--- config.mk ---
export PLATFORM = sky130hd
export DESIGN_NAME = axi_tg_lfsr
export DESIGN_NICKNAME = d
export VERILOG_FILES = /design/src/rtl/axi_tg_pkg.sv /design/src/rtl/axi_tg_lfsr.sv
export SDC_FILE = /design/constraint.sdc
export NUM_CORES = 1
export LEC_CHECK = 0
export ABC_AREA = 1
export BUFFER_PORTS_ARGS = -buffer_cell sky130_fd_sc_hd__buf_4
export CORE_UTILIZATION = 50
export CTS_CLUSTER_SIZE = 8
export DETAILED_ROUTE_END_ITERATION = 10
export GPL_ROUTABILITY_DRIVEN = 0
export GPL_TIMING_DRIVEN = 0
export PLACE_DENSITY_LB_ADDON = 0.1
export SYNTH_ARGS = -nofsm -noshare
export SYNTH_HDL_FRONTEND = slang
export SYNTH_SLANG_ARGS = --single-unit
--- constraint.sdc ---
create_clock -name clk -period 1.3 [get_ports clk]
set_input_delay 0.13 -clock clk [delete_from_list [all_inputs] [get_ports clk]]
set_output_delay 0.13 -clock clk [all_outputs]
set_load 0.005 [all_outputs]
--- src/rtl/axi_tg_pkg.sv ---
// Shared types and constants for the AXI4-Lite traffic checker.
//   tg_state_e   : run-sequencer states
//   RESP_*       : AXI response encodings
//   LFSR_POLY    : right-shift Galois mask for x^32+x^22+x^2+x+1
//   DEFAULT_SEED : default nonzero LFSR seed
//   lfsr_step    : one advance of the data generator
package axi_tg_pkg;

  typedef enum logic [2:0] {
    ST_IDLE,
    ST_AW_W,
    ST_B,
    ST_RD_INIT,
    ST_AR,
    ST_R,
    ST_DONE
  } tg_state_e;

  localparam logic [1:0] RESP_OKAY   = 2'b00;
  localparam logic [1:0] RESP_EXOKAY = 2'b01;
  localparam logic [1:0] RESP_SLVERR = 2'b10;
  localparam logic [1:0] RESP_DECERR = 2'b11;

  localparam logic [31:0] LFSR_POLY    = 32'h8020_0003;
  localparam logic [31:0] DEFAULT_SEED = 32'hACE1_2468;

  function automatic logic [31:0] lfsr_step(input logic [31:0] s);
    return (s >> 1) ^ (s[0] ? LFSR_POLY : 32'h0);
  endfunction

endpackage

--- src/rtl/axi_tg_lfsr.sv ---
// 32-bit Galois LFSR used as the pattern source for both write and read phases.
// Ports:
//   clk, rst  : clock, synchronous active-high reset (state returns to SEED)
//   load      : reload SEED (has priority over advance)
//   advance   : step the sequence once
//   state     : current 32-bit pattern
module axi_tg_lfsr
  import axi_tg_pkg::*;
#(
  parameter logic [31:0] SEED = DEFAULT_SEED
) (
  input  logic        clk,
  input  logic        rst,
  input  logic        load,
  input  logic        advance,
  output logic [31:0] state
);

  always_ff @(posedge clk) begin
    if (rst || load) begin
      state <= SEED;
    end else if (advance) begin
      state <= lfsr_step(state);
    end
  end

endmodule

* Yosys cells after proc, flatten, opt, wreduce, memory -nomap -nowiden
Index checks and enable logic that the tools add are counted.
** Word-level totals
- Flip-flop bits (word level) :: 32
- Input bits :: 4
- Logic and storage cells :: 4
- Output and inout bits :: 32
** Operators by class
- Muxes and demuxes :: 1
- Bitwise gates (word level) :: 1
- Reductions and logical operators :: 1
** Operators by type and width (number)
- $mux W32 :: 1
- $xor A31 B32 Y32 :: 1
- $logic_or A1 B1 Y1 :: 1

* Logic depth before layout (Yosys ltp)
- Depth in word-level cells :: 2
- Depth in mapped cells :: 5

* Worst setup path after synthesis
OpenSTA, ideal clock, no wires.
- Path type :: reg-to-reg
- From :: reg state[0]
- To :: reg state[1]
- Stages on the path, launching flop included :: 6
- Period minus slack after synthesis :: 0.773 ns
- Library setup time :: 0.109 ns
- Path slack :: 0.527 ns
- Arrival :: 0.664 ns
- Path through :: dfxtp_1 -> inv_1 -> nand2_1 -> nand3_1 -> nand2_1 -> inv_1
** Between the ends
- Word-level cells in the longest chain between the ends :: 2
** RTL lines
- from (decl) :: line axi_tg_lfsr.sv:16 : output logic [31:0] state
- from (signal assigned) :: line axi_tg_lfsr.sv:23 : state <= lfsr_step(state);
- $mux W32 :: line axi_tg_pkg.sv:28 : return (s >> 1) ^ (s[0] ? LFSR_POLY : 32'h0);
- $xor A31 B32 Y32 :: line axi_tg_pkg.sv:28
No other way between the ends.
A chain may end at the register's enable or synchronous reset.

* Final worst setup path
- From :: reg state[0]
- To :: out state[0]
No word-level cell between the ends.

==> flow_summary.json <==
{
  "regArea_um2": 641,
  "worst_slack_ns": 0.283,
  "top_register": "state",
  "maxSlewViolCount": 0,
  "wl_mm": 2.57,
  "fill_cells": 183,
  "die_width_um": 52.3,
  "holdBufCountCts": 0,
  "max_stage_delay_ns": 0.43,
  "synth.avg_cell_area_um2": 8.42,
  "ys_ff_latch": 32,
  "drt_iter0_drc": 28,
  "grt.total_usage_pct": 22.3,
  "nNetsFinal": 195,
  "synth_top_family_by_area": "simple AND/OR/NAND/NOR gates",
  "synth_nets": 154,
  "synth_cell_type_count": 18,
  "postCtsSetupBuffers": 0,
  "htree_num_levels": 2,
  "routed-via-count": 1093,
  "die_height_um": 52.3,
  "fmax_mhz": 983,
  "wl_per_cell_um": 11.9,
  "period_share_pct": 78.3,
  "fin_setup_tns_ns": 0,
  "whs_ns": 0.0441,
  "grt_pass1_wl_mm": 4.41,
  "clk_latency_ns": 0.31,
  "coreArea_um2": 2300,
  "numCtsBuffers": 5,
  "muxShareOfSynthArea_pct": 0,
  "synth_area_um2": 1260,
  "postPlaceCellArea_um2": 1550,
  "multiInputGateArea_um2": 490,
  "top_regs": "state (32)",
  "fin_crit_ns": 1.02,
  "r2r_setup_slack_ns": 0.43,
  "largest_reg_flops": 32,
  "crit_slowest_cell": "dfxtp_1",
  "cts_tree": "yes",
  "ios": 36,
  "ff2ff_path_depth": 5,
  "first_pass_iters": 5,
  "worstReg2RegEnd": "state[1]",
  "ys_seq_area_share_pct": 50.7,
  "clk_path_buf_depth": 2,
  "slew_headroom_pct": 86.9,
  "vdd_drop_max_uv": 863,
  "clk_pin_slew_ns": 0.09,
  "holdPathStages": 3,
  "grt_max_degree": 11,
  "min_from": "rst",
  "root_buffer": "clkbuf_4",
  "setup_viol": 0,
  "worst_pin_slew_ns": 0.196,
  "yosysTopAreaCell": "dfxtp_1",
  "drive_above_1_share_pct": 34.4,
  "synth_compound_area_share_pct": 12.5,
  "total_leakage_power_nw": 0.708,
  "hold_violations": 0,
  "cts_resized": 0,
  "netlist.area_leader.share_pct": 50.7,
  "post_synth_main_area_contributors": "dfxtp_1 51%, nand2_1 18%, a21oi_2 6.9%",
  "worstPathArrival_ns": 0.89,
  "critical_path_class": "register to primary output",
  "hpwl_mm": 1.78,
  "cp.required_ns": 1.17,
  "die-area_um2": 2730,
  "p_per_area_nw_per_um2": 1080,
  "initial_utilization_pct": 55.0,
  "grt_overflow": 0,
  "yosys.area_share.xor_xnor_pct": 0,
  "fin_skew_ns": 0.00687,
  "via_per_inst": 5.04,
  "path_cells": "buf_4",
  "portBuffers": 34,
  "hold_path.class": "input port to register",
  "crit_path_start_kind": "register",
  "status": "finished, final reports clean",
  "cp-end-kind": "primary output",
  "path_delay_family": "flip-flops",
  "worstPathBufferInverterCount": 1,
  "drc_errors": 0,
  "drv_cap": 0,
  "post-place-ws_ns": 0.449,
  "hold_path_end": "state[31]",
  "synth_cells": 150,
  "synth_warnings": 0,
  "synth-adder-area-share_pct": 0,
  "regToRegStartpoint": "state[0]",
  "rsz0062_at_grt": "no",
  "drtAntennaViolNets": 0,
  "antenna_found_initial": 0,
  "rows": 17,
  "path_max_fanout": 6,
  "diodes": 0,
  "yosys.area_share.simple_pct": 26.3,
  "final_cell_area_um2": 1590,
  "syn_to_final_growth_pct": 25.9,
  "grt_pass1_vias": 1008,
  "clock-sinks": 32
}
## stage by stage
stage / util [%] / instances / power (mW)
final: 69.3 / 217 / 1.72
after global routing: 69.3 / 217 / 1.82
after CTS: 69.3 / 217 / 1.73
after detailed placement: 67.6 / 212 / 1.28
after global placement: 67.6 / 212 / 1.27
after floorplan: - / 150 / 1.19
## cell usage in the layout, fill, tap and decap left out, drive strengths merged
cell,n
nand2,64
buf,43
dfxtp,32
a21oi,19
nand3,12
inv,7
clkbuf,5
nor2,4
o211ai,2
o21ai,1
## how the worst max path moves through the flow
stage,start,endpoint,slack [ns],cells past startpoint
6_report,state[0],state[0],0.28,1
4_1_cts,state[0],state[0],0.28,1
5_1_grt,state[0],state[0],0.21,1
3_5_place_dp,state[0],state[1],0.45,5
2_1_floorplan,state[0],state[1],0.53,5
3_3_place_gp,state[0],state[21],0.48,5
## logic make-up after synthesis
kind of cell	count (synthesis)
simple gates	80
buf+inv	16
compound gates	22
flops	32
## synth_stat cells, drive strengths merged
library cell  number
nand3             12
nor2               4
nand2             64
a21oi             19
o211ai             2
o21ai              1
dfxtp             32
buf                9
inv                7
## worst reg2reg max path, delay by kind of cell (launching register included)
kind,cells,cell delay (ns)
flip-flops,1,0.43
AND/OR/NAND/NOR,3,0.21
buffers and inverters,2,0.16
## routing by layer
metal / GRT usage (%) / vias up / part of all wire [%]
li1: - / 556 / -
met3: 6.96 / 2 / 5.7
met4: 7.89 / 0 / 0.51
met5: 0 / - / 0
met2: 36.3 / 39 / 48
met1: 27.7 / 496 / 46
## where the power goes
group / switching (mW) / total (mW) / internal (mW)
combinational: 0.108 / 0.211 / 0.103
sequential: 0.0284 / 1.04 / 1.01
clock: 0.288 / 0.469 / 0.181
## area by class of cell
cell class,count,area share (%)
Inverter,7,1.97
Buffer,9,6.37
Timing Repair Buffer,34,16.0
Tap cell,28,2.20
Clock buffer,5,2.36
Multi-Input combinational cell,102,30.8
Sequential cell,32,40.3
(Power assumes the default switching activity.)
